[config.mk]
export PLATFORM = sky130hd
export DESIGN_NAME = aes_key_sched_flat
export DESIGN_NICKNAME = d
export VERILOG_FILES = /design/src/rtl/aes_key_sched_pkg.sv /design/src/rtl/aes_key_sched_if.sv /design/src/rtl/aes_key_sched_chk.sv /design/src/rtl/aes_key_sched_sub_bytes.sv /design/src/rtl/aes_key_sched.sv /design/src/flat_wrapper.sv
export SDC_FILE = /design/constraint.sdc
export NUM_CORES = 2
export LEC_CHECK = 0
export ABC_CLOCK_PERIOD_IN_PS = 19500
export BUFFER_PORTS_ARGS = -buffer_cell sky130_fd_sc_hd__clkbuf_2
export CORE_UTILIZATION = 40
export CTS_CLUSTER_SIZE = 10
export DETAILED_ROUTE_END_ITERATION = 7
export SLEW_MARGIN = 15
export SYNTH_ARGS = -nofsm -noshare
export SYNTH_HDL_FRONTEND = slang
export SYNTH_SLANG_ARGS = --single-unit
[constraint.sdc]
create_clock -name clk -period 19.5 [get_ports clk]
set_input_delay 2.925 -clock clk [delete_from_list [all_inputs] [get_ports clk]]
set_output_delay 2.925 -clock clk [all_outputs]
set_load 0.03 [all_outputs]
[src/rtl/aes_key_sched_pkg.sv]
// Shared types, round-constant table and byte-level helpers for the AES-128 key schedule.
package aes_key_sched_pkg;

  typedef logic [7:0] byte_t;
  typedef byte_t [3:0] word_t;
  typedef word_t [3:0] block_t;

  typedef enum logic {ST_IDLE = 1'b0, ST_EMIT = 1'b1} state_t;

  localparam byte_t RCON [10] = '{8'h01, 8'h02, 8'h04, 8'h08, 8'h10,
                                  8'h20, 8'h40, 8'h80, 8'h1b, 8'h36};

  function automatic word_t rot_word(input word_t w);
    return {w[0], w[3], w[2], w[1]};
  endfunction

  function automatic byte_t gf_mul(input byte_t a, input byte_t b);
    byte_t p;
    byte_t x;
    byte_t y;
    p = 8'h00;
    x = a;
    y = b;
    for (int i = 0; i < 8; i++) begin
      if (y[0]) p = p ^ x;
      x = x[7] ? ((x << 1) ^ 8'h1b) : (x << 1);
      y = y >> 1;
    end
    return p;
  endfunction

  // Multiplicative inverse as a^254; zero maps to zero as the S-box requires.
  function automatic byte_t sbox_byte(input byte_t a);
    byte_t s;
    byte_t p;
    p = 8'h01;
    s = a;
    for (int i = 1; i < 8; i++) begin
      s = gf_mul(s, s);
      p = gf_mul(p, s);
    end
    return p ^ {p[6:0], p[7]} ^ {p[5:0], p[7:6]} ^ {p[4:0], p[7:5]} ^ {p[3:0], p[7:4]} ^ 8'h63;
  endfunction

endpackage

[src/rtl/aes_key_sched_if.sv]
// Key-in and round-key-out handshake bundle between the key schedule and its neighbours.
interface aes_key_sched_if;
  import aes_key_sched_pkg::*;

  logic       key_valid;
  logic       key_ready;
  block_t     key_in;
  logic       rk_valid;
  logic       rk_ready;
  block_t     rk_out;
  logic [3:0] rk_idx;
  logic       rk_last;

  modport slave (
    input  key_valid, key_in, rk_ready,
    output key_ready, rk_valid, rk_out, rk_idx, rk_last
  );

  modport master (
    output key_valid, key_in, rk_ready,
    input  key_ready, rk_valid, rk_out, rk_idx, rk_last
  );
endinterface

[src/rtl/aes_key_sched_chk.sv]
// Protocol and parameter checks for aes_key_sched: legal NR, stall stability, index range.
module aes_key_sched_chk
  import aes_key_sched_pkg::*;
#(
  parameter int NR = 10
) (
  input logic       clk,
  input logic       rst,
  input logic       flush,
  input logic       rk_valid,
  input logic       rk_ready,
  input block_t     rk_out,
  input logic [3:0] rk_idx
);

  if (NR < 1 || NR > 10) begin : g_bad_nr
    $error("aes_key_sched: NR must be within 1..10");
  end

  a_stall_stable: assert property (@(posedge clk) disable iff (!rst)
    (rk_valid && !rk_ready && !flush) |=> (rk_valid && $stable(rk_out) && $stable(rk_idx)));

  a_idx_range: assert property (@(posedge clk) disable iff (!rst)
    rk_idx <= 4'(NR));

endmodule

[src/rtl/aes_key_sched_sub_bytes.sv]
// Four parallel AES S-boxes applied to one 32-bit word (SubWord).
module sub_bytes
  import aes_key_sched_pkg::*;
(
  input  word_t bytes_in,
  output word_t bytes_out
);

  for (genvar g = 0; g < 4; g++) begin : g_sbox
    assign bytes_out[g] = sbox_byte(bytes_in[g]);
  end

endmodule

[src/rtl/aes_key_sched.sv]
// Iterative AES-128 key expansion: accepts one key, then streams round keys 0..NR.
module aes_key_sched
  import aes_key_sched_pkg::*;
#(
  parameter int NR = 10
) (
  input logic            clk,
  input logic            rst,
  input logic            i_flush,
  aes_key_sched_if.slave bus
);

  localparam logic [3:0] NR_IDX = 4'(NR);

  state_t     r_state;
  state_t     w_state_nxt;
  block_t     r_out;
  logic [3:0] r_idx;
  logic       r_last;
  logic       w_key_ready;
  logic       w_rk_valid;
  logic       w_key_hs;
  logic       w_rk_hs;
  word_t      w_rot;
  word_t      w_sub;
  word_t      w_t;
  byte_t      w_rcon;
  block_t     w_next;

  assign w_key_hs = w_key_ready & bus.key_valid;
  assign w_rk_hs  = w_rk_valid & bus.rk_ready;
  assign w_rot    = rot_word(r_out[3]);

  sub_bytes u_sub_word (
    .bytes_in  (w_rot),
    .bytes_out (w_sub)
  );

  // Next round key from the current one; RCON lookup guarded past the table end.
  always_comb begin
    w_rcon    = (r_idx < 4'd10) ? RCON[r_idx] : 8'h00;
    w_t       = w_sub;
    w_t[0]    = w_sub[0] ^ w_rcon;
    w_next[0] = r_out[0] ^ w_t;
    w_next[1] = r_out[1] ^ w_next[0];
    w_next[2] = r_out[2] ^ w_next[1];
    w_next[3] = r_out[3] ^ w_next[2];
  end

  always_ff @(posedge clk or negedge rst) begin
    if (!rst) begin
      r_state <= ST_IDLE;
    end else begin
      r_state <= w_state_nxt;
    end
  end

  // Flush overrides everything; EMIT leaves only on the handshake of the last round key.
  always_comb begin
    w_state_nxt = r_state;
    if (i_flush) begin
      w_state_nxt = ST_IDLE;
    end else begin
      case (r_state)
        ST_IDLE: begin
          if (bus.key_valid) w_state_nxt = ST_EMIT;
          else               w_state_nxt = ST_IDLE;
        end
        ST_EMIT: begin
          if (w_rk_hs && (r_idx == NR_IDX)) w_state_nxt = ST_IDLE;
          else                              w_state_nxt = ST_EMIT;
        end
        default: w_state_nxt = ST_IDLE;
      endcase
    end
  end

  always_comb begin
    w_key_ready = 1'b0;
    w_rk_valid  = 1'b0;
    case (r_state)
      ST_IDLE: w_key_ready = 1'b1;
      ST_EMIT: w_rk_valid  = 1'b1;
      default: begin
        w_key_ready = 1'b0;
        w_rk_valid  = 1'b0;
      end
    endcase
  end

  // Round-key register and counter; rk_out is left untouched by flush.
  always_ff @(posedge clk or negedge rst) begin
    if (!rst) begin
      r_out  <= '0;
      r_idx  <= 4'd0;
      r_last <= 1'b0;
    end else if (i_flush) begin
      r_idx  <= 4'd0;
      r_last <= 1'b0;
    end else if (w_key_hs) begin
      r_out  <= bus.key_in;
      r_idx  <= 4'd0;
      r_last <= 1'b0;
    end else if (w_rk_hs && (r_idx < NR_IDX)) begin
      r_out  <= w_next;
      r_idx  <= r_idx + 4'd1;
      r_last <= ((r_idx + 4'd1) == NR_IDX);
    end
  end

  assign bus.key_ready = w_key_ready;
  assign bus.rk_valid  = w_rk_valid;
  assign bus.rk_out    = r_out;
  assign bus.rk_idx    = r_idx;
  assign bus.rk_last   = r_last;

  aes_key_sched_chk #(.NR(NR)) u_chk (
    .clk      (clk),
    .rst      (rst),
    .flush    (i_flush),
    .rk_valid (w_rk_valid),
    .rk_ready (bus.rk_ready),
    .rk_out   (r_out),
    .rk_idx   (r_idx)
  );

endmodule

[src/flat_wrapper.sv]
// flat-port wrapper written by rule: the top's interface ports become plain ports
module aes_key_sched_flat import aes_key_sched_pkg::*;
#(
  parameter int NR = 10
)
  (clk, rst, i_flush, bus_key_valid, bus_key_in, bus_rk_ready, bus_key_ready, bus_rk_valid, bus_rk_out, bus_rk_idx, bus_rk_last);
  aes_key_sched_if bus_i ();
  input logic clk;
  input logic rst;
  input logic i_flush;
  input wire logic [$bits(bus_i.key_valid)-1:0] bus_key_valid;
  input wire logic [$bits(bus_i.key_in)-1:0] bus_key_in;
  input wire logic [$bits(bus_i.rk_ready)-1:0] bus_rk_ready;
  output wire logic [$bits(bus_i.key_ready)-1:0] bus_key_ready;
  output wire logic [$bits(bus_i.rk_valid)-1:0] bus_rk_valid;
  output wire logic [$bits(bus_i.rk_out)-1:0] bus_rk_out;
  output wire logic [$bits(bus_i.rk_idx)-1:0] bus_rk_idx;
  output wire logic [$bits(bus_i.rk_last)-1:0] bus_rk_last;
  assign bus_i.key_valid = bus_key_valid;
  assign bus_i.key_in = bus_key_in;
  assign bus_i.rk_ready = bus_rk_ready;
  assign bus_key_ready = bus_i.key_ready;
  assign bus_rk_valid = bus_i.rk_valid;
  assign bus_rk_out = bus_i.rk_out;
  assign bus_rk_idx = bus_i.rk_idx;
  assign bus_rk_last = bus_i.rk_last;
  aes_key_sched #(.NR(NR)) u_core (.clk(clk), .rst(rst), .i_flush(i_flush), .bus(bus_i));
endmodule
; ---- Yosys cells after proc, flatten, opt, wreduce, memory -nomap -nowiden
; Memories as Yosys holds them, arrays and structs flattened.
; Cells that the tools add are included.
[word_totals]
rom_bits = 128
register_bits = 134
mem_count = 1
inputBits = 133
wordCells = 1645
output_inout_bits = 135
[mem_list]
columns = name, words, word_bits, read_ports, rd_clocked_by_memory_dff, wr, line_no
row1 = (name not given), 16, 8, 1, 0, 0, aes_key_sched.sv:41  ; w_rcon = (r_idx < 4'd10) ? RCON[r_idx] : 8'h00;
[op_classes]
eq_ne = 2
n_bitwise = 786
n_lt_le_gt_ge = 2
add_sub_neg = 1
n_mux = 829
reduce_logical = 5
[ops]
columns = cell, n
row1 = 8-bit two-way mux, 423
row2 = 8-bit XOR, 381
row3 = 5-bit two-way mux, 368
row4 = 4-bit NOT, 368
row5 = 128-bit two-way mux, 2
row6 = 32-bit XOR, 4
row7 = 4-bit two-way mux, 7
row8 = 7-bit two-way mux, 4
row9 = 1-bit NOT (first input constant), 28
row10 = 6-bit two-way mux, 4
row11 = 1-bit two-way mux, 12
row12 = 3-bit two-way mux, 4
row13 = 4-bit equality test (second input constant), 2
row14 = 2-bit two-way mux, 4
row15 = 5-bit greater-or-equal comparator (second input constant), 1
row16 = 4-bit NOT with 5-bit output, 1
row17 = 4-bit by 1-bit adder with 4-bit output (second input constant), 1
row18 = 4-bit less-than comparator (second input constant), 1
row19 = 3-bit nonzero test, 1
row20 = 1-bit AND, 2
row21 = 1-bit logical AND, 2
row22 = 1-bit NOT, 2
row23 = 1-bit case mux with 2 select lines, 1
row24 = 2-bit AND reduction, 1
row25 = 2-bit nonzero test, 1

; ---- Longest topological paths before layout
[depth]
word_depth = 139
depth_mapped = 65
depth_no_buf = 54

; ---- By module
; From an unflattened synthesis, not the netlist that was laid out.
[unflattened]
hier_cells = 9119
area_unflattened_um2 = 68137.8
[modules_own_cells]
columns = module, cells_each, seq_area_each_um2, area_each_um2, instances
row1 = sub_bytes, 8158, 0.0, 60377.9, 1
row2 = aes_key_sched, 961, 3353.2, 7759.9, 1

; ---- Worst setup path before layout
; OpenSTA, ideal clock, no wires.
[synth_timing]
path_kind = register to register
start = register u_core.r_out, in the netlist u_core.bus.rk_out[110]
end = register u_core.r_out, in the netlist u_core.bus.rk_out[101]
setup_time_ns = 0.080
path_slack_ns = 2.966
arrival_ns = 16.455
n_path_buf = 10
path_stages_with_launch = 63
t_required_ns = 19.420
synth_period_minus_slack_ns = 16.534
path_cell_list = dfrtp_1 > buf_4 > buf_4 > buf_2 > xnor2_1 > xnor2_1 > inv_2 > buf_1 > clkbuf_1 > ha_1 > clkbuf_1 > clkinv_1 > xnor3_1 > mux2i_4 > xor2_2 > inv_1 > ha_1 > xnor3_1 > (+27 left out) > clkbuf_1 > or2_1 > buf_2 > nor2_1 > xnor3_1 > xnor3_1 > buf_2 > xnor2_1 > o21ai_0 > o21ai_1 > xnor3_1 > xor3_1 > xor2_1 > xnor2_1 > xor2_1 > xnor3_1 > a31oi_1 > a2bb2oi_1
[synth_between]
elab_chain_len = 134
elab_cells_between_ends = 394
classes_between = mux (204) / bitwise (190)
[synth_rtl]
columns = item, line_no
row1 = from (decl), aes_key_sched.sv:17  ; block_t r_out;
row2 = from (signal assigned), aes_key_sched.sv:101  ; r_out <= bus.key_in;
row3 = from (signal assigned), aes_key_sched.sv:105  ; r_out <= w_next;
row4 = 8-bit XOR or 8-bit two-way mux (tied branches), aes_key_sched_pkg.sv:25  ; if (y[0]) p = p ^ x;
row5 = 8-bit two-way mux or 8-bit XOR (tied branches), aes_key_sched_pkg.sv:25
row6 = 8-bit XOR or 8-bit two-way mux (tied branches), aes_key_sched_pkg.sv:25
row7 = 8-bit two-way mux or 8-bit XOR (tied branches), aes_key_sched_pkg.sv:25
row8 = 8-bit XOR or 8-bit two-way mux (tied branches), aes_key_sched_pkg.sv:25
row9 = 8-bit two-way mux or 8-bit XOR (tied branches), aes_key_sched_pkg.sv:25
row10 = 8-bit XOR or 8-bit two-way mux (tied branches), aes_key_sched_pkg.sv:25
row11 = 8-bit two-way mux or 8-bit XOR (tied branches), aes_key_sched_pkg.sv:25
row12 = (+118 left out), n/a
row13 = 4-bit NOT (no line) *, n/a
row14 = 8-bit XOR *, aes_key_sched.sv:43  ; w_t[0] = w_sub[0] ^ w_rcon;
row15 = 32-bit XOR *, aes_key_sched.sv:44  ; w_next[0] = r_out[0] ^ w_t;
row16 = 32-bit XOR *, aes_key_sched.sv:45  ; w_next[1] = r_out[1] ^ w_next[0];
row17 = 32-bit XOR *, aes_key_sched.sv:46  ; w_next[2] = r_out[2] ^ w_next[1];
row18 = 32-bit XOR *, aes_key_sched.sv:47  ; w_next[3] = r_out[3] ^ w_next[2];
row19 = 128-bit two-way mux *, aes_key_sched.sv:104  ; end else if (w_rk_hs && (r_idx < NR_IDX)) begin
row20 = 128-bit two-way mux *, aes_key_sched.sv:100  ; end else if (w_key_hs) begin
; Mark *: on every way between the ends. The rest lies on a longest branch, timed or not. The select of a mux whose other input is x is not followed.
; A chain may end at the register's enable or synchronous reset.

; ---- Final worst setup path
[layout_timing]
start = register u_core.r_out, in the netlist u_core.bus.rk_out[103]
end = register u_core.r_out, in the netlist u_core.bus.rk_out[122]
[layout_between]
elab_chain_len = 131
elab_cells_between_ends = 394
classes_between = mux (205) / bitwise (189)
[layout_rtl]
columns = item, line_no
row1 = 5-bit two-way mux or 8-bit two-way mux (tied branches), "aes_key_sched_pkg.sv:26, aes_key_sched_pkg.sv:25"
row2 = 8-bit XOR, aes_key_sched_pkg.sv:25
row3 = 8-bit two-way mux, aes_key_sched_pkg.sv:25
row4 = 8-bit XOR, aes_key_sched_pkg.sv:25
row5 = 8-bit two-way mux, aes_key_sched_pkg.sv:25
row6 = 8-bit XOR, aes_key_sched_pkg.sv:25
row7 = 8-bit two-way mux, aes_key_sched_pkg.sv:25
row8 = 8-bit XOR, aes_key_sched_pkg.sv:25
row9 = (+113 left out), n/a
row10 = 8-bit XOR (3 in a row), aes_key_sched_pkg.sv:42  ; return p ^ {p[6:0], p[7]} ^ {p[5:0], p[7:6]} ^ {p[4:0], p[7:5]} ^ {p[3:0], p[7:4]} ^ 8'h63;
row11 = 8-bit XOR *, aes_key_sched_pkg.sv:42
row12 = 32-bit XOR *, aes_key_sched.sv:44
row13 = 32-bit XOR *, aes_key_sched.sv:45
row14 = 32-bit XOR *, aes_key_sched.sv:46
row15 = 32-bit XOR *, aes_key_sched.sv:47
row16 = 128-bit two-way mux *, aes_key_sched.sv:104
row17 = 128-bit two-way mux *, aes_key_sched.sv:100
; Marked as above.

==> results_dict.tcl <==
set metrics [dict create \
    status "finished clean" \
    start_util_pct 40.43 \
    first_pass_iters 6 \
    clk_root_buffer_cell "clkbuf_16" \
    io_pins 268 \
    drc 0 \
    grt.overflow.total 0 \
    place_congestion 0.9355 \
    start_kind "flop" \
    dieHeight_um 405.3 \
    synth-seq-cells 134 \
    setup_viol 0 \
    slowest_delay_ns 0.69 \
    synth_edf_count 0 \
    synth_cells 8588 \
    hold_viol_final 0 \
    nFillCells 16330 \
    grt_max_degree 154 \
    path_clk_slew_ns 0.08 \
    drt_iter0_markers 6717 \
    tns_ns 0 \
    grt_pass1_wl_um 343200 \
    min_to "u_core.bus.rk_out[24]" \
    synth_flop_cell "dfrtp_1" \
    maxCapViolCount 0 \
    final_cell_mix "1428 x xnor2_1, 1241 x nor2_1, 872 x nand2_1" \
    routedWlPerCell_um 20.51 \
    async_flop_share_pct 100.0 \
    die_area_um2 164300 \
    routed_wl_um 220400 \
    worstHoldPathCells 2 \
    yosysWarnings 0 \
    rsz0062_at_grt "no" \
    dp_hpwl_um 162600 \
    via_count 62570 \
    ys_seq_area_share_pct 5.154 \
    synth_nets 8746 \
    crit_type "reg2reg" \
    coreArea_um2 160900 \
    antenna_left 0 \
    synth.top_cell.area_share_pct 20.01 \
    crit_family "XOR/XNOR gates" \
    hold_buffers 0 \
    cp.required_ns 19.90 \
    regToRegSetupSlack_ns 1.14 \
    clock.fmax_mhz 54.47 \
    fin_crit_ns 18.36 \
    min_from "u_core.bus.rk_out[24]" \
    worstHoldPathType "reg2reg" \
    antenna_found_initial 8 \
    worstPathMaxFanout 26 \
    port_buffers 267 \
    htreeDepth 4 \
    avgViaCountPerCell 5.824 \
    cts_tree "done" \
    cts_sinks 134 \
    relSlewSlack_pct 8.453 \
    cpMaxStageDelayCell "ha_1" \
    clk_latency_ns 0.52 \
    synth_area_leaders "xnor2_1 20%, xnor3_1 14%, nor2_1 7.2%" \
    slew_violations 0 \
    syn_area_um2 65060 \
    yosys.area.top_type "xnor2_1" \
    area_growth_pct 7.706 \
    rows 147 \
    critPathCaptureType "flop" \
    layout_commonest_cell "xnor2_1" \
    grt_usage_pct 25.88 \
    avgSynthCellArea_um2 7.576 \
    synthDistinctLibCells 118 \
    drive_gt1_share_pct 11.84 \
    critPathBufInv 5 \
    cts_buffers 17 \
    period_share_pct 94.15 \
    worst_slew_pin_slew_ns 1.373 \
    skew_ns 0.03580 \
    reg2regPathDepth 52 \
    grt_pass1_vias 57860 \
    cp.arrival_ns 18.75 \
    ctsLongestPathBuffers 2 \
    timing.rr.start "u_core.bus.rk_out[103]" \
    fp.dieW_um 405.3 \
    reg2reg_to "u_core.bus.rk_out[122]" \
    nets 8725 \
]
logic make-up (layout without fill, tap and decap cells):
| group | Yosys count | after routing | share of synthesized area (%) |
|---|---|---|---|
| flip-flops | 134 | 134 | 5.154 |
| AO/OA/AOI/OAI | 1890 | 1890 | 18.61 |
| AND/OR/NAND/NOR | 2933 | 2933 | 19.47 |
| other | 0 | 4 | 0 |
| multiplexers | 290 | 290 | 4.646 |
| adder cells (fa/ha/maj) | 25 | 25 | 0.4808 |
| buffers and inverters | 758 | 750 | 4.943 |
| XOR/XNOR | 2558 | 2558 | 46.69 |
cell usage after synthesis (37+ instances only):
library cell / instances
xnor2_1: 1486
nor2_1: 1244
nand2_1: 874
a21oi_1: 537
xor2_1: 448
o21ai_0: 433
xnor3_1: 398
clkbuf_1: 387
mux2i_1: 226
nand3_1: 214
nor3_1: 203
buf_2: 147
dfrtp_1: 134
o22ai_1: 131
inv_1: 103
xnor2_2: 90
nand2b_1: 76
o211ai_1: 76
a31oi_1: 75
a211oi_1: 66
a22oi_1: 66
nor2b_1: 59
buf_1: 57
mux2_2: 54
and2_1: 51
xor3_1: 50
or3_1: 42
xor2_2: 37
worst max-delay path by stage:
stage          depth (start not counted)                    from  slack [ns]                endpoint
3_5_place_dp                          52  u_core.bus.rk_out[103]        0.22  u_core.bus.rk_out[122]
2_1_floorplan                         62  u_core.bus.rk_out[110]        2.97  u_core.bus.rk_out[101]
5_1_grt                               48  u_core.bus.rk_out[103]        0.02  u_core.bus.rk_out[125]
3_3_place_gp                          52  u_core.bus.rk_out[103]        0.34  u_core.bus.rk_out[122]
6_report                              52  u_core.bus.rk_out[103]        1.14  u_core.bus.rk_out[122]
4_1_cts                               52  u_core.bus.rk_out[103]        0.19  u_core.bus.rk_out[122]
sequential cells by signal, indices dropped and copies added (netlist names):
register            cells
u_core.bus.rk_out     128
u_core.bus.rk_idx       4
u_core.bus.rk_last      1
u_core.r_state          1
per-layer routing:
layer,share of wire [%],up-vias,global-route usage [%]
li1,-,29630,-
met1,45,30220,36.54
met2,45,2424,41.18
met3,7.2,294,3.253
met4,2.5,0,7.051
met5,0,-,0
area by class of cell:
class                           count  area, µm²  share of cell area, %
Timing Repair Buffer              593       3805                  5.430
Tap cell                         2160       2703                  3.857
Sequential cell                   134       3354                  4.787
Multi-Input combinational cell   7696      59120                  84.37
Clock buffer                       17      425.4                 0.6071
Clock inverter                     15      180.2                 0.2571
Antenna cell                        4      10.01                0.01428
Inverter                          125      471.7                 0.6732
timing repair:
action	in CTS	in global routing
setup endpoints to repair	0	32
gates resized for setup	0	13
buffers inserted	0	0
stage by stage:
| stage | hold WS (ns) | util [%] | instance area [µm²] | cells | setup slack (ns) |
|---|---|---|---|---|---|
| finish | 0.5387 | 43.54 | 70070 | 10740 | 1.140 |
| global route | 0.5706 | 43.54 | 70070 | 10740 | 0.02213 |
| CTS | 0.5381 | 43.47 | 69960 | 10740 | 0.1885 |
| detailed placement | 0.5202 | 43.09 | 69350 | 10710 | 0.2150 |
| global placement | 0.5090 | 43.09 | 69350 | 10710 | 0.3407 |
| floorplan | 0.6749 | - | 65060 | 8588 | 2.966 |
tightest hold or removal path: cells and delay by family, from the launching register on:
family,cells,cell delay (ns)
compound gates,1,0.06
flops,1,0.38
simple gates,1,0.06
Power is left out: the tool's default activity adds up to more than one toggle a clock period on the data nets, which glitch-free logic cannot reach.
